### src/rtl/alu_sequencer.sv
// rtl/alu_sequencer.sv - command FIFO plus IDLE/EXEC/DONE sequencer feeding an external combinational ALU
//
// Ports:
//   i_clk, i_rst                 clock, asynchronous active-high reset
//   i_cmd_valid / o_cmd_ready    command handshake; o_cmd_ready = FIFO not full
//   i_cmd_oper, i_cmd_src        opcode (3'b100 = local clear), arg0 source (0: accumulator)
//   i_cmd_arg0, i_cmd_arg1       signed 10-bit operands
//   o_arg0, o_arg1, o_oper       registered operands/opcode presented to the ALU
//   i_result, i_flag             ALU result and flags {ovf,zero,pos,neg}
//   o_res_valid / i_res_ready    result handshake
//   o_res_data, o_res_flag       captured result and flags
//   o_acc, o_ovf_sticky, o_busy  accumulator, sticky overflow, activity indicator

module alu_sequencer #(
    parameter int DEPTH = 4
) (
    input  logic       i_clk,
    input  logic       i_rst,
    input  logic       i_cmd_valid,
    output logic       o_cmd_ready,
    input  logic [2:0] i_cmd_oper,
    input  logic       i_cmd_src,
    input  logic [9:0] i_cmd_arg0,
    input  logic [9:0] i_cmd_arg1,
    output logic [9:0] o_arg0,
    output logic [9:0] o_arg1,
    output logic [2:0] o_oper,
    input  logic [9:0] i_result,
    input  logic [3:0] i_flag,
    output logic       o_res_valid,
    input  logic       i_res_ready,
    output logic [9:0] o_res_data,
    output logic [3:0] o_res_flag,
    output logic [9:0] o_acc,
    output logic       o_ovf_sticky,
    output logic       o_busy
);

    localparam int AW = $clog2(DEPTH);
    localparam int CW = AW + 1;
    localparam logic [2:0] OP_CLR = 3'b100;

    typedef struct packed {
        logic [2:0] oper;
        logic       src;
        logic [9:0] arg0;
        logic [9:0] arg1;
    } cmd_t;

    typedef enum logic [1:0] {
        IDLE = 2'd0,
        EXEC = 2'd1,
        DONE = 2'd2
    } state_t;

    state_t          state_q;
    state_t          state_d;
    cmd_t            mem [DEPTH];
    logic [AW-1:0]   wr_ptr;
    logic [AW-1:0]   rd_ptr;
    logic [CW-1:0]   count;
    logic            full;
    logic            empty;
    logic            push;
    logic            pop;
    cmd_t            head;
    logic            head_clr;

    assign full     = (count == CW'(DEPTH));
    assign empty    = (count == '0);
    assign push     = i_cmd_valid && !full;
    assign pop      = (state_q == IDLE) && !empty;
    assign head     = mem[rd_ptr];
    assign head_clr = (head.oper == OP_CLR);

    assign o_cmd_ready = !full;
    assign o_res_valid = (state_q == DONE);
    assign o_busy      = (state_q != IDLE) || !empty;

    // Storage has no reset; validity is tracked by count alone.
    always_ff @(posedge i_clk) begin
        if (push) begin
            mem[wr_ptr] <= '{oper: i_cmd_oper, src: i_cmd_src, arg0: i_cmd_arg0, arg1: i_cmd_arg1};
        end
    end

    // Pointers wrap naturally because DEPTH is a power of two.
    always_ff @(posedge i_clk or posedge i_rst) begin
        if (i_rst) begin
            wr_ptr <= '0;
            rd_ptr <= '0;
            count  <= '0;
        end else begin
            if (push) wr_ptr <= wr_ptr + 1'b1;
            if (pop)  rd_ptr <= rd_ptr + 1'b1;
            case ({push, pop})
                2'b10:   count <= count + 1'b1;
                2'b01:   count <= count - 1'b1;
                default: count <= count;
            endcase
        end
    end

    always_ff @(posedge i_clk or posedge i_rst) begin
        if (i_rst) begin
            state_q <= IDLE;
        end else begin
            state_q <= state_d;
        end
    end

    // A clear is consumed in IDLE without leaving it, so back-to-back
    // clears and the next real command are handled on following cycles.
    always_comb begin
        state_d = state_q;
        case (state_q)
            IDLE:    if (pop && !head_clr) state_d = EXEC;
            EXEC:    state_d = DONE;
            DONE:    if (i_res_ready) state_d = IDLE;
            default: state_d = IDLE;
        endcase
    end

    always_ff @(posedge i_clk or posedge i_rst) begin
        if (i_rst) begin
            o_arg0       <= '0;
            o_arg1       <= '0;
            o_oper       <= '0;
            o_res_data   <= '0;
            o_res_flag   <= '0;
            o_acc        <= '0;
            o_ovf_sticky <= 1'b0;
        end else begin
            if (pop) begin
                if (head_clr) begin
                    o_acc        <= '0;
                    o_ovf_sticky <= 1'b0;
                end else begin
                    o_oper <= head.oper;
                    o_arg1 <= head.arg1;
                    o_arg0 <= head.src ? head.arg0 : o_acc;
                end
            end
            // The ALU is combinational on the registered operands, so its
            // output is settled by the end of the single EXEC cycle.
            if (state_q == EXEC) begin
                o_res_data <= i_result;
                o_res_flag <= i_flag;
                o_acc      <= i_result;
                if (i_flag[3]) o_ovf_sticky <= 1'b1;
            end
        end
    end

endmodule

### config.mk
export PLATFORM = sky130hd
export DESIGN_NAME = alu_sequencer
export DESIGN_NICKNAME = d
export VERILOG_FILES = /design/src/rtl/alu_sequencer.sv
export SDC_FILE = /design/constraint.sdc
export NUM_CORES = 1
export LEC_CHECK = 0
export CAP_MARGIN = 20
export CORE_MARGIN = 2
export CORE_UTILIZATION = 46
export CTS_CLUSTER_SIZE = 16
export DETAILED_ROUTE_END_ITERATION = 8
export PLACE_DENSITY_LB_ADDON = 0.15
export SYNTH_ARGS = -nofsm -noshare
export SYNTH_HDL_FRONTEND = slang
export SYNTH_SLANG_ARGS = --single-unit
### constraint.sdc
create_clock -name i_clk -period 2.53 [get_ports i_clk]
set_clock_uncertainty 0.05 [all_clocks]
set_input_delay 0.506 -clock i_clk [delete_from_list [all_inputs] [get_ports i_clk]]
set_output_delay 0.506 -clock i_clk [all_outputs]
set_load 0.01 [all_outputs]
==> metrics.yaml <==
status: "complete, no violations"
worst_pin_slew_ns: 1.02
synth_area_leaders: "edfxtp_1, dfrtp_1, mux4_2"
ys_ff_latch: 153
grt_overflow_total: 0
gr-usage-all-layers_pct: 16.8
synth_common_cells: "edfxtp_1, dfrtp_1, nand2_1"
drt_iter0_drc: 252
htreeDepth: 4
grt_max_degree: 43
cp-start-kind: "flip-flop"
n_antenna_cell: 0
rsz0062_at_grt: "false"
final_cells: 620
path_cells: "mux4_2 > nor3b_4 > nor2_4 > buf_4 > mux2_4"
setup_ws_ns: 0.268
grt_pass1_vias: 3251
numPortBuffers: 92
cts-resized-gates: 0
ant_nets: 0
ctsHoldBuffers: 0
syn_nets: 373
clock_tree.root_cell: "clkbuf_16"
fin_setup_tns_ns: 0
p_leak_nw: 2.98
synth_top_area_cell: "edfxtp_1"
synth_area_per_cell_um2: 18.3
nets: 483
synth_top_area_share_pct: 48.5
synth_top_flop_cell: "edfxtp_1"
place_ws_ns: 0.135
cpPeakStageDelay_ns: 0.60
via_per_inst: 5.04
hpwl_um: 7090
cts_tree: "yes"
synthesis.area_mm2: 0.00594
fin_util_pct: 61.0
post-cts-setup-buffers: 0
relSlewSlack_pct: 31.4
critPathMaxFanout: 12
drc: 0
hold_class: "in -> async"
die_x_um: 118
design.core.area_mm2: 0.0126
worst_ep_arrival_time_ns: 2.51
fmax_ghz: 0.442
ios: 93
hold_viol_final: 0
n_fill_cell: 994
ir_drop_v: 0.000512
synthMostInstantiatedCell: "edfxtp_1"
synth_seq_area_share_pct: 72.6
antenna_found_initial: 0
dpl.cell_count: 588
drv_slew: 0
die_h_um: 118
syn-instance-count: 325
rows: 41
power_density_mw_per_mm2: 1320
min_period_ns: 2.26
ys_warn_count: 0
routabilityCongestion: 0.730
clkLatencyLatePin_ns: 0.41
drive_above_1_share_pct: 22.3
synthDistinctLibCells: 30
cts_sinks: 153
path_class: "reg -> reg"
wl_um: 10900
first_pass_iters: 4
drv_cap: 0
final-setup-viol-count: 0
fp.dieArea_mm2: 0.0138
start_util_pct: 47.1
routed_wire_length_per_instance_um: 17.6
required_ns: 2.78
vias: 3124
crit_path_top_delay_cell: "mux4_2"
synth_edf_count: 96
syn2layout_area_growth_pct: 29.6
cts.clk_slew.worst_paths_ns: 0.06
synth-async-reset-ratio_pct: 37.3
hold_ws_ns: 0.354
crit_path_end_kind: "flip-flop"
grt_pass1_wl_um: 17500
final.period_utilization_pct: 89.4
cts_made_buffers: 17
ctsLongestPathBuffers: 2
[path summary, 6_finish.rpt]
path / start / to / slack [ns] / depth (start not counted)
worst max-delay path: rd_ptr[0] / o_arg0[4] / 0.27 / 5
worst min-delay path: i_rst / count[2] / 0.35 / 2
worst max register to register: rd_ptr[0] / o_arg0[4] / 0.27 / 5
worst min register to register: o_res_data[4] / o_res_data[4] / 0.42 / 2
max in group asynchronous: i_rst / o_arg0[2] / 1.53 / 3
min in group i_clk: o_res_data[4] / o_res_data[4] / 0.42 / 2
[placed cells by master (no fill, tap or decap), types with 2 or more instances in the layout]
cell type / count
and3_1: 4
inv_1: 8
a22o_1: 10
o21ai_0: 3
ha_1: 5
clkinvlp_4: 2
clkdlybuf4s50_1: 92
clkbuf_1: 4
nand2b_1: 3
xnor2_1: 4
mux2i_1: 3
clkinv_2: 3
xor2_1: 2
buf_4: 10
mux2_4: 18
clkbuf_16: 18
clkbuf_8: 3
dfrtp_1: 56
a21oi_1: 2
mux2_2: 14
nor2_1: 2
buf_12: 2
mux4_2: 23
nand2_1: 48
edfxtp_1: 96
[flip-flops by register name, indices dropped and copies added, names as in the netlist]
register / count
mem: 96
o_res_data: 10
o_ovf_sticky: 1
o_arg1: 10
rd_ptr: 2
count: 3
state_q: 2
o_oper: 3
wr_ptr: 2
o_res_flag: 4
o_arg0: 10
o_acc: 10
[layer usage]
layer  track usage (%)  share of wire (%)
met4              6.63                1.3
met3              6.93                6.3
met1              22.9                 48
met2              24.1                 45
met5                 0                  0
[worst max-delay path, delay by kind of cell, from the launching register on]
family / cells / cell delay (ns)
buf+inv: 1 / 0.21
mux: 2 / 0.91
simple gates: 2 / 0.42
flops: 1 / 0.55
[power breakdown]
group	internal (mW)	switching [mW]	total, mW
Sequential	3.49	0.436	3.93
Clock	1.48	0.911	2.39
Combinational	2.21	1.64	3.86
[cell families (layout without fill, tap and decap cells)]
family	after synthesis	in the layout	synth area share [%]
compound gates	17	17	2.19
xor+xnor	6	6	0.885
fa+ha+maj	6	6	1.39
buf+inv	22	145	1.83
flops	153	153	72.6
mux	58	58	16.4
simple gates	63	63	4.70
[final cells by class]
type	instances	area (um2)	share of cell area [%]
multi-input cells	150	1530	19.9
inverters	9	33.8	0.439
flip-flops and latches	153	4310	56.0
clock inverters	7	63.8	0.829
well taps	172	215	2.80
clock buffers	25	507	6.59
repair buffers	104	1040	13.5
[through the flow]
stage / instance area [um2] / total power, mW
after detailed placement: 7120 / 7.89
after global routing: 7690 / 10.7
after CTS: 7690 / 10.3
final: 7690 / 10.2
after global placement: 7120 / 7.78
after floorplan: 5940 / 6.36
Power figures use the tool's default switching activity.
